--- src/rtl/cpu_types_pkg.sv ---
`default_nettype none
// ============================================================================
// Module   : cpu_types_pkg
// Purpose  : Shared types for the five-stage pipeline: register index type
//            and the pipeline controller FSM state encoding.
// Ports    : none (package)
// Config   : none
// Revision : 1.0 - initial release
// ============================================================================
package cpu_types_pkg;

    // Register-file index width used across the datapath.
    localparam int REG_W = 5;

    typedef logic [REG_W-1:0] regbits_t;

    // Pipeline-wide sequencer states: normal flow, data-memory wait,
    // halt drain and final stop.
    typedef enum logic [1:0] {
        RUN    = 2'd0,
        DWAIT  = 2'd1,
        DRAIN  = 2'd2,
        HALTED = 2'd3
    } plctrl_state_t;

endpackage
`default_nettype wire

--- src/rtl/pipeline_ctrl_if.sv ---
`default_nettype none
// ============================================================================
// Module   : pipeline_ctrl_if
// Purpose  : Bundle of hazard/request inputs and strobe outputs between the
//            datapath and the pipeline controller.
// Ports    : master - controller side (drives wen/flush/halted)
//            slave  - datapath side (drives hit/request/hazard sources)
// Config   : PLCTRL_PERF_EN adds stall_cnt / flush_cnt (controller driven)
// Revision : 1.0 - initial release
// ============================================================================
interface pipeline_ctrl_if #(
    parameter int REGW = 5
);
    logic            ihit;
    logic            dhit;
    logic            exmem_memread;
    logic            exmem_memwrite;
    logic            idex_memread;
    logic [REGW-1:0] idex_rt;
    logic [REGW-1:0] ifid_rs;
    logic [REGW-1:0] ifid_rt;
    logic            branch_taken;
    logic            jump;
    logic            exmem_halt;

    logic            pc_wen;
    logic            ifid_wen;
    logic            idex_wen;
    logic            exmem_wen;
    logic            memwb_wen;
    logic            ifid_flush;
    logic            idex_flush;
    logic            exmem_flush;
    logic            memwb_flush;
    logic            halted;
`ifdef PLCTRL_PERF_EN
    logic [31:0]     stall_cnt;
    logic [31:0]     flush_cnt;
`endif

    modport master (
        input  ihit, dhit, exmem_memread, exmem_memwrite, idex_memread,
               idex_rt, ifid_rs, ifid_rt, branch_taken, jump, exmem_halt,
        output pc_wen, ifid_wen, idex_wen, exmem_wen, memwb_wen,
               ifid_flush, idex_flush, exmem_flush, memwb_flush, halted
`ifdef PLCTRL_PERF_EN
       ,output stall_cnt, flush_cnt
`endif
    );

    modport slave (
        output ihit, dhit, exmem_memread, exmem_memwrite, idex_memread,
               idex_rt, ifid_rs, ifid_rt, branch_taken, jump, exmem_halt,
        input  pc_wen, ifid_wen, idex_wen, exmem_wen, memwb_wen,
               ifid_flush, idex_flush, exmem_flush, memwb_flush, halted
`ifdef PLCTRL_PERF_EN
       ,input  stall_cnt, flush_cnt
`endif
    );

endinterface
`default_nettype wire

--- src/rtl/pipeline_ctrl_hazard_detect.sv ---
`default_nettype none
// ============================================================================
// Module   : hazard_detect
// Purpose  : Combinational load-use hazard detection between the load in EX
//            and the source operands of the instruction in ID.
// Ports    : i_idex_memread, i_idex_rt - load in EX and its destination
//            i_ifid_rs, i_ifid_rt     - sources of the instruction in ID
//            o_hazard                 - stall request
// Config   : none
// Revision : 1.0 - initial release
// ============================================================================
module hazard_detect #(
    parameter int REGW = 5
) (
    input  logic            i_idex_memread,
    input  logic [REGW-1:0] i_idex_rt,
    input  logic [REGW-1:0] i_ifid_rs,
    input  logic [REGW-1:0] i_ifid_rt,
    output logic            o_hazard
);
    // Register 0 is hard-wired to zero, so a load targeting it never
    // produces a value anyone could be waiting for.
    assign o_hazard = i_idex_memread && (i_idex_rt != '0) &&
                      ((i_idex_rt == i_ifid_rs) || (i_idex_rt == i_ifid_rt));
endmodule
`default_nettype wire

--- src/rtl/pipeline_ctrl.sv ---
`default_nettype none
// ============================================================================
// Module   : pipeline_ctrl
// Purpose  : Central sequencer for the five-stage pipeline. Produces the
//            write-enable and flush strobes of the PC and the four pipeline
//            registers, arbitrating memory stalls, load-use hazards, taken
//            branches, jumps and halt. Strobes are combinational from the
//            FSM state and the current inputs.
// Ports    : CLK  - clock, rising edge
//            RST  - asynchronous active-high reset
//            bus  - pipeline_ctrl_if.master (requests in, strobes out)
// Config   : PLCTRL_PERF_EN adds saturating stall_cnt / flush_cnt counters
// Revision : 1.0 - initial release
// ============================================================================
module pipeline_ctrl
    import cpu_types_pkg::*;
#(
    parameter int REGW = 5
) (
    input  logic           CLK,
    input  logic           RST,
    pipeline_ctrl_if.master bus
);

    plctrl_state_t r_state;
    plctrl_state_t w_state_nxt;
    logic          w_hazard;
    logic          w_memop;
    logic          w_mem_stall;

    hazard_detect #(.REGW(REGW)) u_hazard_detect (
        .i_idex_memread (bus.idex_memread),
        .i_idex_rt      (bus.idex_rt),
        .i_ifid_rs      (bus.ifid_rs),
        .i_ifid_rt      (bus.ifid_rt),
        .o_hazard       (w_hazard)
    );

    assign w_memop = bus.exmem_memread | bus.exmem_memwrite;

    always_ff @(posedge CLK or posedge RST) begin
        if (RST) begin
            r_state <= RUN;
        end else begin
            r_state <= w_state_nxt;
        end
    end

    always_comb begin
        w_state_nxt     = r_state;
        bus.pc_wen      = 1'b1;
        bus.ifid_wen    = 1'b1;
        bus.idex_wen    = 1'b1;
        bus.exmem_wen   = 1'b1;
        bus.memwb_wen   = 1'b1;
        bus.ifid_flush  = 1'b0;
        bus.idex_flush  = 1'b0;
        bus.exmem_flush = 1'b0;
        bus.memwb_flush = 1'b0;
        bus.halted      = 1'b0;

        // Once in DWAIT the request is known to be outstanding, so only
        // dhit matters; from RUN a new request must be present.
        w_mem_stall = !bus.dhit &&
                      ((r_state == DWAIT) || ((r_state == RUN) && w_memop));

        case (r_state)
            HALTED: begin
                bus.pc_wen    = 1'b0;
                bus.ifid_wen  = 1'b0;
                bus.idex_wen  = 1'b0;
                bus.exmem_wen = 1'b0;
                bus.memwb_wen = 1'b0;
                bus.halted    = 1'b1;
            end
            DRAIN: begin
                // Let the halt retire through MEM/WB while squashing
                // everything younger.
                bus.pc_wen      = 1'b0;
                bus.ifid_flush  = 1'b1;
                bus.idex_flush  = 1'b1;
                bus.exmem_flush = 1'b1;
                w_state_nxt     = HALTED;
            end
            default: begin
                if (w_mem_stall) begin
                    // Freeze the whole pipe; a pending branch stays in
                    // EX/MEM because exmem_wen is low.
                    bus.pc_wen    = 1'b0;
                    bus.ifid_wen  = 1'b0;
                    bus.idex_wen  = 1'b0;
                    bus.exmem_wen = 1'b0;
                    bus.memwb_wen = 1'b0;
                    w_state_nxt   = DWAIT;
                end else begin
                    w_state_nxt = RUN;
                    if (bus.exmem_halt) begin
                        bus.pc_wen      = 1'b0;
                        bus.ifid_flush  = 1'b1;
                        bus.idex_flush  = 1'b1;
                        bus.exmem_flush = 1'b1;
                        w_state_nxt     = DRAIN;
                    end else if (bus.branch_taken) begin
                        bus.ifid_flush  = 1'b1;
                        bus.idex_flush  = 1'b1;
                        bus.exmem_flush = 1'b1;
                    end else if (w_hazard) begin
                        bus.pc_wen     = 1'b0;
                        bus.ifid_wen   = 1'b0;
                        bus.idex_flush = 1'b1;
                    end else if (bus.jump) begin
                        // Jump beats a missing fetch: the PC takes the target.
                        bus.ifid_flush = 1'b1;
                    end else if (!bus.ihit) begin
                        bus.pc_wen     = 1'b0;
                        bus.ifid_flush = 1'b1;
                    end
                end
            end
        endcase
    end

`ifdef PLCTRL_PERF_EN
    logic [31:0] r_stall_cnt;
    logic [31:0] r_flush_cnt;
    logic        w_any_flush;

    assign w_any_flush = bus.ifid_flush | bus.idex_flush |
                         bus.exmem_flush | bus.memwb_flush;

    always_ff @(posedge CLK or posedge RST) begin
        if (RST) begin
            r_stall_cnt <= '0;
            r_flush_cnt <= '0;
        end else begin
            if (!bus.pc_wen && (r_state != HALTED) && (r_stall_cnt != 32'hFFFF_FFFF))
                r_stall_cnt <= r_stall_cnt + 32'd1;
            if (w_any_flush && (r_flush_cnt != 32'hFFFF_FFFF))
                r_flush_cnt <= r_flush_cnt + 32'd1;
        end
    end

    assign bus.stall_cnt = r_stall_cnt;
    assign bus.flush_cnt = r_flush_cnt;
`endif

endmodule
`default_nettype wire

--- src/flat_wrapper.sv ---
// flat-port wrapper written by rule: the top's interface ports become plain ports
module pipeline_ctrl_flat import cpu_types_pkg::*;
#(
    parameter int REGW = 5
)
  (CLK, RST, bus_ihit, bus_dhit, bus_exmem_memread, bus_exmem_memwrite, bus_idex_memread, bus_idex_rt, bus_ifid_rs, bus_ifid_rt, bus_branch_taken, bus_jump, bus_exmem_halt, bus_pc_wen, bus_ifid_wen, bus_idex_wen, bus_exmem_wen, bus_memwb_wen, bus_ifid_flush, bus_idex_flush, bus_exmem_flush, bus_memwb_flush, bus_halted);
  pipeline_ctrl_if #(.REGW(REGW)) bus_i ();
  input  logic CLK;
  input  logic RST;
  input wire logic [$bits(bus_i.ihit)-1:0] bus_ihit;
  input wire logic [$bits(bus_i.dhit)-1:0] bus_dhit;
  input wire logic [$bits(bus_i.exmem_memread)-1:0] bus_exmem_memread;
  input wire logic [$bits(bus_i.exmem_memwrite)-1:0] bus_exmem_memwrite;
  input wire logic [$bits(bus_i.idex_memread)-1:0] bus_idex_memread;
  input wire logic [$bits(bus_i.idex_rt)-1:0] bus_idex_rt;
  input wire logic [$bits(bus_i.ifid_rs)-1:0] bus_ifid_rs;
  input wire logic [$bits(bus_i.ifid_rt)-1:0] bus_ifid_rt;
  input wire logic [$bits(bus_i.branch_taken)-1:0] bus_branch_taken;
  input wire logic [$bits(bus_i.jump)-1:0] bus_jump;
  input wire logic [$bits(bus_i.exmem_halt)-1:0] bus_exmem_halt;
  output wire logic [$bits(bus_i.pc_wen)-1:0] bus_pc_wen;
  output wire logic [$bits(bus_i.ifid_wen)-1:0] bus_ifid_wen;
  output wire logic [$bits(bus_i.idex_wen)-1:0] bus_idex_wen;
  output wire logic [$bits(bus_i.exmem_wen)-1:0] bus_exmem_wen;
  output wire logic [$bits(bus_i.memwb_wen)-1:0] bus_memwb_wen;
  output wire logic [$bits(bus_i.ifid_flush)-1:0] bus_ifid_flush;
  output wire logic [$bits(bus_i.idex_flush)-1:0] bus_idex_flush;
  output wire logic [$bits(bus_i.exmem_flush)-1:0] bus_exmem_flush;
  output wire logic [$bits(bus_i.memwb_flush)-1:0] bus_memwb_flush;
  output wire logic [$bits(bus_i.halted)-1:0] bus_halted;
  assign bus_i.ihit = bus_ihit;
  assign bus_i.dhit = bus_dhit;
  assign bus_i.exmem_memread = bus_exmem_memread;
  assign bus_i.exmem_memwrite = bus_exmem_memwrite;
  assign bus_i.idex_memread = bus_idex_memread;
  assign bus_i.idex_rt = bus_idex_rt;
  assign bus_i.ifid_rs = bus_ifid_rs;
  assign bus_i.ifid_rt = bus_ifid_rt;
  assign bus_i.branch_taken = bus_branch_taken;
  assign bus_i.jump = bus_jump;
  assign bus_i.exmem_halt = bus_exmem_halt;
  assign bus_pc_wen = bus_i.pc_wen;
  assign bus_ifid_wen = bus_i.ifid_wen;
  assign bus_idex_wen = bus_i.idex_wen;
  assign bus_exmem_wen = bus_i.exmem_wen;
  assign bus_memwb_wen = bus_i.memwb_wen;
  assign bus_ifid_flush = bus_i.ifid_flush;
  assign bus_idex_flush = bus_i.idex_flush;
  assign bus_exmem_flush = bus_i.exmem_flush;
  assign bus_memwb_flush = bus_i.memwb_flush;
  assign bus_halted = bus_i.halted;
  pipeline_ctrl #(.REGW(REGW)) u_core (.CLK(CLK), .RST(RST), .bus(bus_i));
endmodule
--- config.mk ---
export PLATFORM = sky130hd
export DESIGN_NAME = pipeline_ctrl_flat
export DESIGN_NICKNAME = d
export VERILOG_FILES = /design/src/rtl/cpu_types_pkg.sv /design/src/rtl/pipeline_ctrl_if.sv /design/src/rtl/pipeline_ctrl_hazard_detect.sv /design/src/rtl/pipeline_ctrl.sv /design/src/flat_wrapper.sv
export SDC_FILE = /design/constraint.sdc
export NUM_CORES = 1
export LEC_CHECK = 0
export ABC_CLOCK_PERIOD_IN_PS = 2900
export BUFFER_PORTS_ARGS = -buffer_cell sky130_fd_sc_hd__buf_2
export CAP_MARGIN = 30
export CORE_AREA = 2 2 39 41
export DETAILED_ROUTE_END_ITERATION = 8
export DIE_AREA = 0 0 41 43
export GPL_TIMING_DRIVEN = 0
export PLACE_DENSITY = 0.67
export RECOVER_POWER = 25
export SLEW_MARGIN = 20
export SYNTH_ARGS = -nofsm -noshare
export SYNTH_HDL_FRONTEND = slang
export SYNTH_HIERARCHICAL = 1
export SYNTH_SLANG_ARGS = --single-unit
--- constraint.sdc ---
create_clock -name CLK -period 2.9 [get_ports CLK]
set_input_delay 0.58 -clock CLK [delete_from_list [all_inputs] [get_ports CLK]]
set_output_delay 0.58 -clock CLK [all_outputs]
set_load 0.01 [all_outputs]
### Word level (Yosys, flattened, before mapping)

Index checks and enable logic that the tools add are counted.

* equal/unequal tests: 5
* muxes and demuxes: 34
* bitwise logic cells: 1
* reductions and logical operators: 10

Operators by type and width (count)
* 1-bit two-way mux: 26
* 5-bit equality test: 2
* 1-bit one-hot mux with 2 select lines: 5
* 5-bit nonzero test: 1
* 2-bit equality test, second input constant: 2
* 1-bit logical AND: 4
* 2-bit two-way mux: 2
* 2-bit one-hot mux with 2 select lines: 1
* 2-bit by 1-bit equality test with 1-bit output, second input constant: 1
* 2-bit logical NOT: 1
* 1-bit logical OR: 2
* 2-bit OR reduction: 1
* 1-bit logical NOT: 1
* 1-bit bitwise OR: 1

* register bits: 2
* input bits: 25
* output and inout bits: 10
* logic and storage cells: 51

### Logic depth before layout (Yosys ltp)

* depth in word-level cells: 8
* gate-level depth with buffers: 7
* gate-level depth less buffers: 7

### Hierarchy

The synthesis kept the hierarchy.

Modules (own cells, without submodules)
* pipeline_ctrl: times used 1, cells an instance 27, area each 220.2 sq um, sequential area each 50.0 sq um
* hazard_detect: times used 1, cells an instance 17, area each 125.1 sq um, sequential area each 0.0 sq um

### Least setup slack after synthesis

OpenSTA, ideal clock, no wires.

* path type: in2out
* from: input bus_idex_rt[1]
* to: output bus_pc_wen
* arrival: 1749 ps
* data required time: 2320 ps
* path slack: 571 ps
* cell stages on the path: 4
* path buffers: 0
* cell sequence: or4_1 o21ai_1 a21oi_1 a2111oi_2

* longest elaborated chain between the ends: 8
* elaborated cells on any way between the ends: 11
* those cells by class: 2 x eq/ne; 5 x mux; 4 x reduce/logical

Ends and longest elaborated chain
* start, declared: RTL line flat_wrapper.sv:15 `input wire logic [$bits(bus_i.idex_rt)-1:0] bus_idex_rt;`
* 5-bit equality test / 5-bit nonzero test (equally long branches): RTL line pipeline_ctrl_hazard_detect.sv:24, pipeline_ctrl_hazard_detect.sv:23
* 1-bit logical OR / 1-bit logical AND (equally long branches): RTL line pipeline_ctrl_hazard_detect.sv:24, pipeline_ctrl_hazard_detect.sv:23
* 1-bit logical AND (*): RTL line pipeline_ctrl_hazard_detect.sv:23 `assign o_hazard = i_idex_memread && (i_idex_rt != '0) &&`
* net u_core.w_hazard: RTL line pipeline_ctrl.sv:27 `logic w_hazard;`
* 1-bit two-way mux (*): RTL line pipeline_ctrl.sv:107 `end else if (w_hazard) begin`
* 1-bit two-way mux (*): RTL line pipeline_ctrl.sv:103 `end else if (bus.branch_taken) begin`
* 1-bit two-way mux (*): RTL line pipeline_ctrl.sv:97 `if (bus.exmem_halt) begin`
* 1-bit two-way mux (*): RTL line pipeline_ctrl.sv:86 `if (w_mem_stall) begin`
* 1-bit two-way mux (*): RTL line pipeline_ctrl.sv:67 `case (r_state)`
* end, declared: RTL line flat_wrapper.sv:21 `output wire logic [$bits(bus_i.pc_wen)-1:0] bus_pc_wen;`

The timed path passes the listed nets; every way through them passes the cells marked *.

### Worst setup path in the final report

Same ends and word-level chain as after synthesis.

==> metrics <==
status finished, final reports clean; critical path endpoint category output port; Yosys warning total 6; Area Growth Syn to Fin 56.88%; critical path class in2out; Netlist cell types 21; # resized after CTS 0; DRT Wirelength approximately 810 um; hold-fix buffers at CTS 0; Ant. Diodes 0; Primary FF master, synth dfrtp_1; register area 50.05 um2; FFs w/ async S/R, synth 1.000; Hold Path Class in2async; vias in the first global route around 350; CTS Sinks 2; hpwl dp approximately 740 um; via density per instance 4.115; Overall Global Routing Usage 0.1005; Starting Density 0.2495; core area around 0.0014 mm2; largest reg by FF count u_core/r_state; layout cells sized above 1 0.5625; die width 41 um; CTS Buf Count 3; Vias ~400; CTS H-tree depth 1; arrival time worst endpoint about 2000 ps; final hold vios 0; Multi-input gate area 242.7 um2; first-pass GRT wire length roughly 1200 um; LEAKAGE 0.2916 nW; Slew Limit Fails 0; CTS tree built; Clock Tree Buf Depth 2; NumNets Final around 110; drt first pass iters 1; Final Setup Violations 0; crit share post-route 0.8907; Post-Layout Cell Count 96; max reg flops 2; worst-path fanout max 3; Worst-Skew Late Latency ~220 ps; drt wl/cell between 8 and 9 um; RSZ-0062 raised after global routing false; number of remaining DRC errors 0; Antenna Violating Nets Remaining 0; fillers roughly 150; VDD IR-drop max about 0.17 mV; total grt overflow 0; Final Skew between 2 and 2.5 ps; I/O Buffers 33; post-synthesis register bit count 2; Die H 43 um; initial antenna violation count 0; Power per Cell Area ~240 mW/mm2; die area between 0.0015 and 0.002 mm2; # rows 14; sequential share of the synthesized area 0.1449; largest registers u_core/r_state (2); number of flops mapped to enable cells by yosys 0; Mapped Area roughly 350 um2; clock transition at the registers of the reported paths roughly 30 ps; Synth Area per Inst approximately 8 um2; largest net degree at the start of global routing 6; Initial DRC Count 0; top-level I/O count 35; Post-CTS Setup Bufs 0; Placed Cells 93; Syn Inst Count 44; setup TNS 0 ps; crit path launch type input port; maxcap violations 0; GP Congestion 0.5963; Crit path required time 2320 ps; syn_nets 69; Tmin final 2583 ps; Max Clk Rate ~390 MHz; root buffer cell clkbuf_4
==> layout by cell type (no fill, tap or decap) <==
master,Yosys,final
a2111oi_2,1,1
nand2b_1,1,1
o21ai_0,2,2
nor3_1,3,4
o21bai_2,1,1
buf_2,0,33
or4_1,1,1
nor2b_1,1,1
nor2_1,1,1
buf_4,3,3
inv_1,5,5
conb_1,1,1
xnor2_1,4,4
clkbuf_4,0,3
nor3_2,2,2
nand3_1,2,2
o21ai_1,1,1
and2b_2,1,1
a21oi_1,4,4
and2_2,1,1
xor2_1,6,6
dfrtp_1,2,2
==> cell families (layout without fill, tap and decap cells) <==
family	count (synthesis)	count (layout)	share of synthesized area
XOR/XNOR	10	10	0.2536
AO/OA/AOI/OAI	9	9	0.1775
AND/OR/NAND/NOR	14	14	0.2935
other	1	1	0.01086
buffers and inverters	8	44	0.1196
flip-flops	2	2	0.1449
==> per-stage QoR <==
stage	cell area, um2	hold WS (ps)	setup WS (ps)	util	total power [mW]
2_1_floorplan	345.3	321.2	570.6	-	0.04670
3_3_place_gp	530.5	428.9	322.6	0.3834	0.06990
3_5_place_dp	530.5	432.9	316.2	0.3834	0.07062
4_1_cts	553.0	193.9	310.3	0.3996	0.1350
5_1_grt	541.8	190.6	205.6	0.3915	0.1423
6_report	541.8	203.0	316.9	0.3915	0.1293
==> where the power goes <==
part	total, mW	leakage (nW)	switching (mW)	internal [mW]
Combinational	0.0411	0.260	0.0186	0.0225
Sequential	0.0281	0.0175	0.0000000253	0.0281
Clock	0.0601	0.0138	0.0145	0.0455
Total	0.129	0.292	0.0331	0.0962
==> Yosys cell counts, types with 2 or more instances <==
cell type	n	area, um2
xnor2_1	4	35.03
inv_1	5	18.77
nand3_1	2	10.01
nor3_1	3	15.01
dfrtp_1	2	50.05
a21oi_1	4	20.02
nor3_2	2	20.02
buf_4	3	22.52
xor2_1	6	52.55
o21ai_0	2	10.01
==> layer usage <==
metal	track usage	part of all wire	routed length, um	up-vias
met3	0	0.093	75	0
met1	0.09677	0.44	352	160
li1	-	-	-	217
met4	0.06000	0	0	0
met2	0.1906	0.47	381	18
met5	0	0	0	-
==> final timing paths <==
| check | start | end | slack (ps) | cells past startpoint |
|---|---|---|---|---|
| min in group CLK | u_core/r_state[1]$_DFFE_PP0P_ | u_core/r_state[1]$_DFFE_PP0P_ | 520 | 1 |
| max reg2reg | u_core/r_state[0]$_DFFE_PP0P_ | u_core/r_state[1]$_DFFE_PP0P_ | 1840 | 3 |
| min reg2reg | u_core/r_state[1]$_DFFE_PP0P_ | u_core/r_state[1]$_DFFE_PP0P_ | 520 | 1 |
| min | RST | u_core/r_state[1]$_DFFE_PP0P_ | 200 | 2 |
| max in group asynchronous | RST | u_core/r_state[0]$_DFFE_PP0P_ | 2590 | 2 |
| max | bus_idex_rt[1] | bus_pc_wen | 320 | 6 |
==> area by class of cell <==
class                           count  share of cell area
Timing Repair Buffer               33              0.3048
Inverter                            5             0.03464
Multi-Input combinational cell     34              0.4480
Sequential cell                     2             0.09238
Clock buffer                        3             0.04157
Tap cell                           16             0.03695
Buffer                              3             0.04157
==> critical path, cell delays in order <==
cell and delay, ps:
buf_2 120, or4_1 510, o21ai_1 150, a21oi_1 100
a2111oi_2 360, buf_2 180
Note: power is estimated with default switching activity, not from simulation.
